===== src/rtl/counter_pkg.sv =====
// Shared types for the clock-datapath digit counter: the per-edge update
// operation and the helper that selects it from enable and terminal state.
package counter_pkg;

  // What the count register does on the next rising edge (outside reset).
  typedef enum logic [1:0] {
    OP_HOLD = 2'd0,
    OP_INC  = 2'd1,
    OP_WRAP = 2'd2
  } cnt_op_e;

  // Enable gates everything; at the terminal value an enabled edge wraps,
  // otherwise it increments. Out-of-range values simply increment, so they
  // roll over at 2^width without producing a carry.
  function automatic cnt_op_e f_select_op(input logic i_en, input logic i_at_term);
    if (!i_en) begin
      return OP_HOLD;
    end else if (i_at_term) begin
      return OP_WRAP;
    end else begin
      return OP_INC;
    end
  endfunction

endpackage


===== src/rtl/counter.sv =====
// Modulo-N digit counter for the clock datapath. Counts 0..c_RESET_VALUE on
// enabled edges, wraps to 0 and raises a one-cycle registered carry that is
// coincident with the wrapped zero. o_Carry feeds the next digit's enable.
module counter
  import counter_pkg::*;
#(
  parameter int                 c_WIDTH       = 4,
  parameter logic [c_WIDTH-1:0] c_RESET_VALUE = {c_WIDTH{1'b1}}
) (
  input  logic               i_Clock,
  input  logic               i_Reset,
  input  logic               i_Enable_Count,
  output logic [c_WIDTH-1:0] o_Data,
  output logic               o_Carry
);

  logic [c_WIDTH-1:0] r_Data;
  logic               r_Carry;
  logic               w_At_Terminal;
  cnt_op_e            w_Op;
  logic [c_WIDTH-1:0] w_Next_Data;
  logic               w_Next_Carry;

  // Exact compare: values above the terminal never match and roll over naturally.
  assign w_At_Terminal = (r_Data == c_RESET_VALUE);

  // Next-state selection: hold, increment, or wrap-with-carry.
  always_comb begin
    w_Op         = f_select_op(i_Enable_Count, w_At_Terminal);
    w_Next_Data  = r_Data;
    w_Next_Carry = 1'b0;
    case (w_Op)
      OP_INC: begin
        w_Next_Data = r_Data + c_WIDTH'(1);
      end
      OP_WRAP: begin
        w_Next_Data  = '0;
        w_Next_Carry = 1'b1;
      end
      default: begin
        w_Next_Data  = r_Data;
        w_Next_Carry = 1'b0;
      end
    endcase
  end

  // Registered count and carry; reset clears both and takes priority over enable.
  always_ff @(posedge i_Clock) begin
    if (i_Reset) begin
      r_Data  <= '0;
      r_Carry <= 1'b0;
    end else begin
      r_Data  <= w_Next_Data;
      r_Carry <= w_Next_Carry;
    end
  end

  assign o_Data  = r_Data;
  assign o_Carry = r_Carry;

endmodule


===== config.mk =====
export PLATFORM = sky130hd
export DESIGN_NAME = counter
export DESIGN_NICKNAME = d
export VERILOG_FILES = /design/src/rtl/counter_pkg.sv /design/src/rtl/counter.sv
export SDC_FILE = /design/constraint.sdc
export NUM_CORES = 1
export LEC_CHECK = 0
export BUFFER_PORTS_ARGS = -buffer_cell sky130_fd_sc_hd__buf_4
export CAP_MARGIN = 20
export CORE_AREA = 3 3 40 42
export CTS_CLUSTER_DIAMETER = 40
export DETAILED_ROUTE_END_ITERATION = 6
export DIE_AREA = 0 0 43 45
export PLACE_DENSITY_LB_ADDON = 0.3
export SLEW_MARGIN = 10
export SYNTH_ARGS = -nofsm -noshare
export SYNTH_HDL_FRONTEND = slang
export SYNTH_SLANG_ARGS = --single-unit

===== constraint.sdc =====
create_clock -name i_Clock -period 1.9 [get_ports i_Clock]
set_input_delay 0.57 -clock i_Clock [delete_from_list [all_inputs] [get_ports i_Clock]]
set_output_delay 0.57 -clock i_Clock [all_outputs]
set_load 0.005 [all_outputs]

======== Word-level counts from Yosys, hierarchy flattened ========
Index checks and enable logic that the tools add are counted.
operators by class
  reduce and logical (&&, ||, !) cells .... 1
  add/subtract/negate cells ............... 1
  eq/ne operators ......................... 3
  multiplexer cells ....................... 4
operator list
  cell                                                             number
  4-bit case mux with 2 select lines                               1
  4-bit by 1-bit adder with 4-bit output, second input constant    1
  4-bit == test, second input constant                             1
  2-bit two-way mux                                                2
  2-bit by 1-bit == test with 1-bit output, second input constant  1
  2-bit == test, second input constant                             1
  2-bit nonzero test                                               1
  1-bit two-way mux                                                1
word-level totals
  register bits ........................... 5
  input port bits ......................... 3
  output and inout port bits .............. 5
  logic and storage cells ................. 11

======== Longest topological paths before layout ========
  word-level depth ........................ 5
  gate-level depth with buffers ........... 4
  gate-level depth less buffers ........... 4

======== Least setup slack after synthesis ========
No wires, ideal clock.
  path kind ............................... input-to-reg
  start ................................... input i_Enable_Count
  end ..................................... register r_Data[3] (netlist: o_Data[3])
  setup time .............................. 0.070 ns
  arrival ................................. 1.028 ns
  buffers on the path ..................... 0
  required time ........................... 1.830 ns
  stages on the path ...................... 3
  slack ................................... 0.802 ns
  cell sequence ........................... nand2_2 or3_1 a21oi_1
between the ends
  word-level cells in the longest chain between the ends .. 3
  elaborated cells between the ends (all ways) .. 5
  those cells by class .................... eq/ne (2); mux (2); reduce/logical (1)
ends and longest elaborated chain
  element                                                                    RTL line           source
  start: declaration                                                         counter.sv:12      input logic i_Enable_Count,
  2-bit two-way mux *                                                        counter_pkg.sv:16  if (!i_en) begin
  2-bit == test or 2-bit by 1-bit == test with 1-bit output (tied branches)  counter.sv:32      case (w_Op)
  4-bit case mux with 2 select lines or 2-bit nonzero test (tied branches)   -
  end signal: assignment                                                     counter.sv:53      r_Data <= w_Next_Data;
  end: declaration                                                           counter.sv:17      logic [c_WIDTH-1:0] r_Data;
Every way passes the cells marked *; elsewhere a longest branch is shown, timed or not.
A chain may end at the register's enable or synchronous reset.

======== Worst setup path in the final report ========
  start ................................... register r_Data[0] (netlist: o_Data[0])
  end ..................................... output o_Data[0]
RTL lines
  element           RTL line       source
  end: declaration  counter.sv:13  output logic [c_WIDTH-1:0] o_Data,
No word-level cell between the ends.

==> run_results.csv <==
group,metric,value,unit
outcome,status,"finished, final reports clean",
logic_synthesis,synth_area_leaders,"dfxtp_1 (47%), a21oi_1 (9.5%), ha_1 (5.9%)",
sta,fin_crit,1.38,ns
global_route,antenna_found_initial,0,
sta,finalClockSkew,0.000122,ns
route,drtIter0Drc,5,
logic_synthesis,ys_seq_elements,5,
setup_path,rr_startpoint,"o_Data[0]$_SDFFE_PP0P_",
setup_path,path_buf_inv,1,
cells_and_area,nNetsFinal,40,
setup_path,critPathMaxStageDelay,0.42,ns
clocking,path_clk_slew,0.04,ns
cells_and_area,register_area,100,um2
logic_synthesis,synthMuxAreaShare,0,
power_and_ir_drop,leakage,0.123,nW
setup_path,crit_chain,"buf_4",
global_route,globalRouteOverflowTotal,0,
clocking,cts_resized,0,
logic_synthesis,synth_area,211,um2
power_and_ir_drop,power.total,0.258,mW
route,wl_per_cell,8.72,um
cells_and_area,multiInputGateArea,111,um2
setup_path,timing.rr.end,"o_Data[0]$_SDFFE_PP0P_",
logic_synthesis,synth_compound_area_frac,0.118,
clocking,cts-root-buf,"clkbuf_4",
power_and_ir_drop,power_density,834,nW/um2
logic_synthesis,synth.net_count,28,
logic_synthesis,synth_top_area_frac,0.473,
logic_synthesis,synth.most_common_cell,"dfxtp_1",
setup_path,cp_top_family,"flip-flops",
clocking,htree_num_levels,1,
sta,worst_slew_pin_slew,0.203,ns
route,drc,0,
setup_path,cp-start-kind,"register",
die,fp.coreArea,1280,um2
sta,period_share,0.725,
route,drtAntennaViolNets,0,
clocking,cts_tree,"yes",
cells_and_area,n_antenna_cell,0,
min_path,min_to,"o_Carry$_SDFF_PP0_",
clocking,clock-sinks,5,
setup_path,reg2regPathDepth,4,
placement,numPortBuffers,7,
clocking,clock_latency,0.24,ns
clocking,clockBufferDepth,2,
setup_path,critPathRequiredTime,1.33,ns
global_route,grt_pass1_wl,772,um
setup_path,cp_data_arrival_time,0.81,ns
die,start_util,0.165,
cells_and_area,syn2layout_area_growth,46.2,%
clocking,numCtsBuffers,3,
sta,final_hold_viol_count,0,
logic_synthesis,avgSynthCellArea,8.81,um2
route,drt-total-wl,436,um
route,vias,203,
logic_synthesis,synth_edf_count,0,
die,rows,13,
logic_synthesis,synth-simple-area-share,0.308,
logic_synthesis,yosys.area.top_type,"dfxtp_1",
clocking,post_cts_buffers,0,
setup_path,path_depth,1,
sta,rsz0062_at_grt,"no",
power_and_ir_drop,max-vdd-ir-drop,357,uV
setup_path,critPathSlowestCell,"dfxtp_1",
sta,maxSlewViolCount,0,
global_route,grt_max_degree,7,
min_path,min_from,"o_Data[3]$_SDFFE_PP0P_",
logic_synthesis,synth_fa_ha_area_frac,0.0592,
die,dieArea,1940,um2
route,via_per_inst,4.06,
run,cap_violations,0,
logic_synthesis,netlist_top_cells_count,"dfxtp_1 (5), a21oi_1 (4)",
logic_synthesis,synthCells,24,
placement,gp_congestion,0.741,
sta,relSlewSlack,0.865,
logic_synthesis,yosysSeqAreaShare,0.473,
sta,setup_viol,0,
setup_path,path_class,"register to output port",
cells_and_area,num-fill-cells,149,
global_route,grt_pass1_vias,188,
logic_synthesis,ys_types,13,
logic_synthesis,ys.flop_type,"dfxtp_1",
route,drt-pass1-iter-count,2,
die,die_y,45,um
sta,finalSetupTns,0,ns
die,ios,8,
logic_synthesis,yosys_warnings,0,
sta,fmax,0.725,GHz
die,die_x,43,um
global_route,grtUsageTotal,0.0618,
logic_synthesis,synth_top_family_by_area,"simple AND/OR/NAND/NOR gates",
clocking,hold_buffers,0,
cells_and_area,drive_gt1_frac,0.343,
min_path,hp-class,"register to register",
setup_path,setup.worst_path.end_class,"output port",
setup_path,crit_fanout,6,
logic_synthesis,synth_xor_area_frac,0.0414,
min_path,whs_path_depth,2,
logic_synthesis,async_reset_ff_frac,0,
setup_path,rrSetupSlack,0.85,ns
==> worst reg2reg max path: stages, from the launching register on <==
cell and delay [ns]:
dfxtp_1 0.42, ha_1 0.25, nand3_1 0.12, nand3b_1 0.10, a21oi_1 0.06
==> cell families after synthesis <==
kind of cell             Yosys count
AND/OR/NAND/NOR                   12
AO/OA/AOI/OAI                      5
flip-flops                         5
XOR/XNOR                           1
adder cells (fa/ha/maj)            1
==> worst max path at each step <==
stage	start	slack [ns]	to
detailed placement	i_Enable_Count	0.65	o_Data[3]$_SDFFE_PP0P_
finish	o_Data[0]$_SDFFE_PP0P_	0.52	o_Data[0]
CTS	o_Data[0]$_SDFFE_PP0P_	0.49	o_Data[0]
floorplan	i_Enable_Count	0.80	o_Data[3]$_SDFFE_PP0P_
global placement	i_Enable_Count	0.66	o_Data[3]$_SDFFE_PP0P_
global route	o_Data[0]$_SDFFE_PP0P_	0.45	o_Data[0]
==> per-layer routing <==
metal	wire length [um]	track usage	vias up
li1	-	-	104
met1	185	0.0535	88
met2	187	0.0838	9
met3	59	0.0717	2
met4	4	0.0361	0
met5	0	0	-
==> layout make-up <==
cell class                      count  area share
Clock buffer                        4      0.0850
Multi-Input combinational cell     19       0.360
Sequential cell                     5       0.324
Tap cell                           15      0.0607
Timing Repair Buffer                7       0.170
==> layout by cell type, fill, tap and decap left out, types with 2 or more instances in the layout <==
cell	n
dfxtp_1	5
nand2_2	2
clkbuf_4	3
nand2_1	2
a21oi_1	4
buf_4	7
nand3_1	2
nand2b_1	2
==> flip-flops by register name, summed over array words and instances, names as in the netlist <==
name	flops
o_Data	4
o_Carry	1
==> metrics by stage <==
| stage | instance area [um2] | utilization | hold WS, ns | setup WS, ns | cells |
|---|---|---|---|---|---|
| 2_1_floorplan | 211 | - | 0.461 | 0.802 | 24 |
| 3_3_place_gp | 283 | 0.220 | 0.476 | 0.657 | 46 |
| 3_5_place_dp | 283 | 0.220 | 0.478 | 0.650 | 46 |
| 4_1_cts | 309 | 0.241 | 0.484 | 0.494 | 50 |
| 5_1_grt | 309 | 0.241 | 0.518 | 0.449 | 50 |
| 6_report | 309 | 0.241 | 0.478 | 0.522 | 50 |
==> where the power goes <==
| part | switching [mW] | internal, mW | leakage, nW | total, mW |
|---|---|---|---|---|
| clock network | 0.0455 | 0.0795 | 0.0150 | 0.125 |
| logic | 0.00822 | 0.0113 | 0.0670 | 0.0195 |
| registers | 0.00484 | 0.109 | 0.0407 | 0.113 |
| total | 0.0585 | 0.199 | 0.123 | 0.258 |
Note: power is estimated with default switching activity, not from simulation.
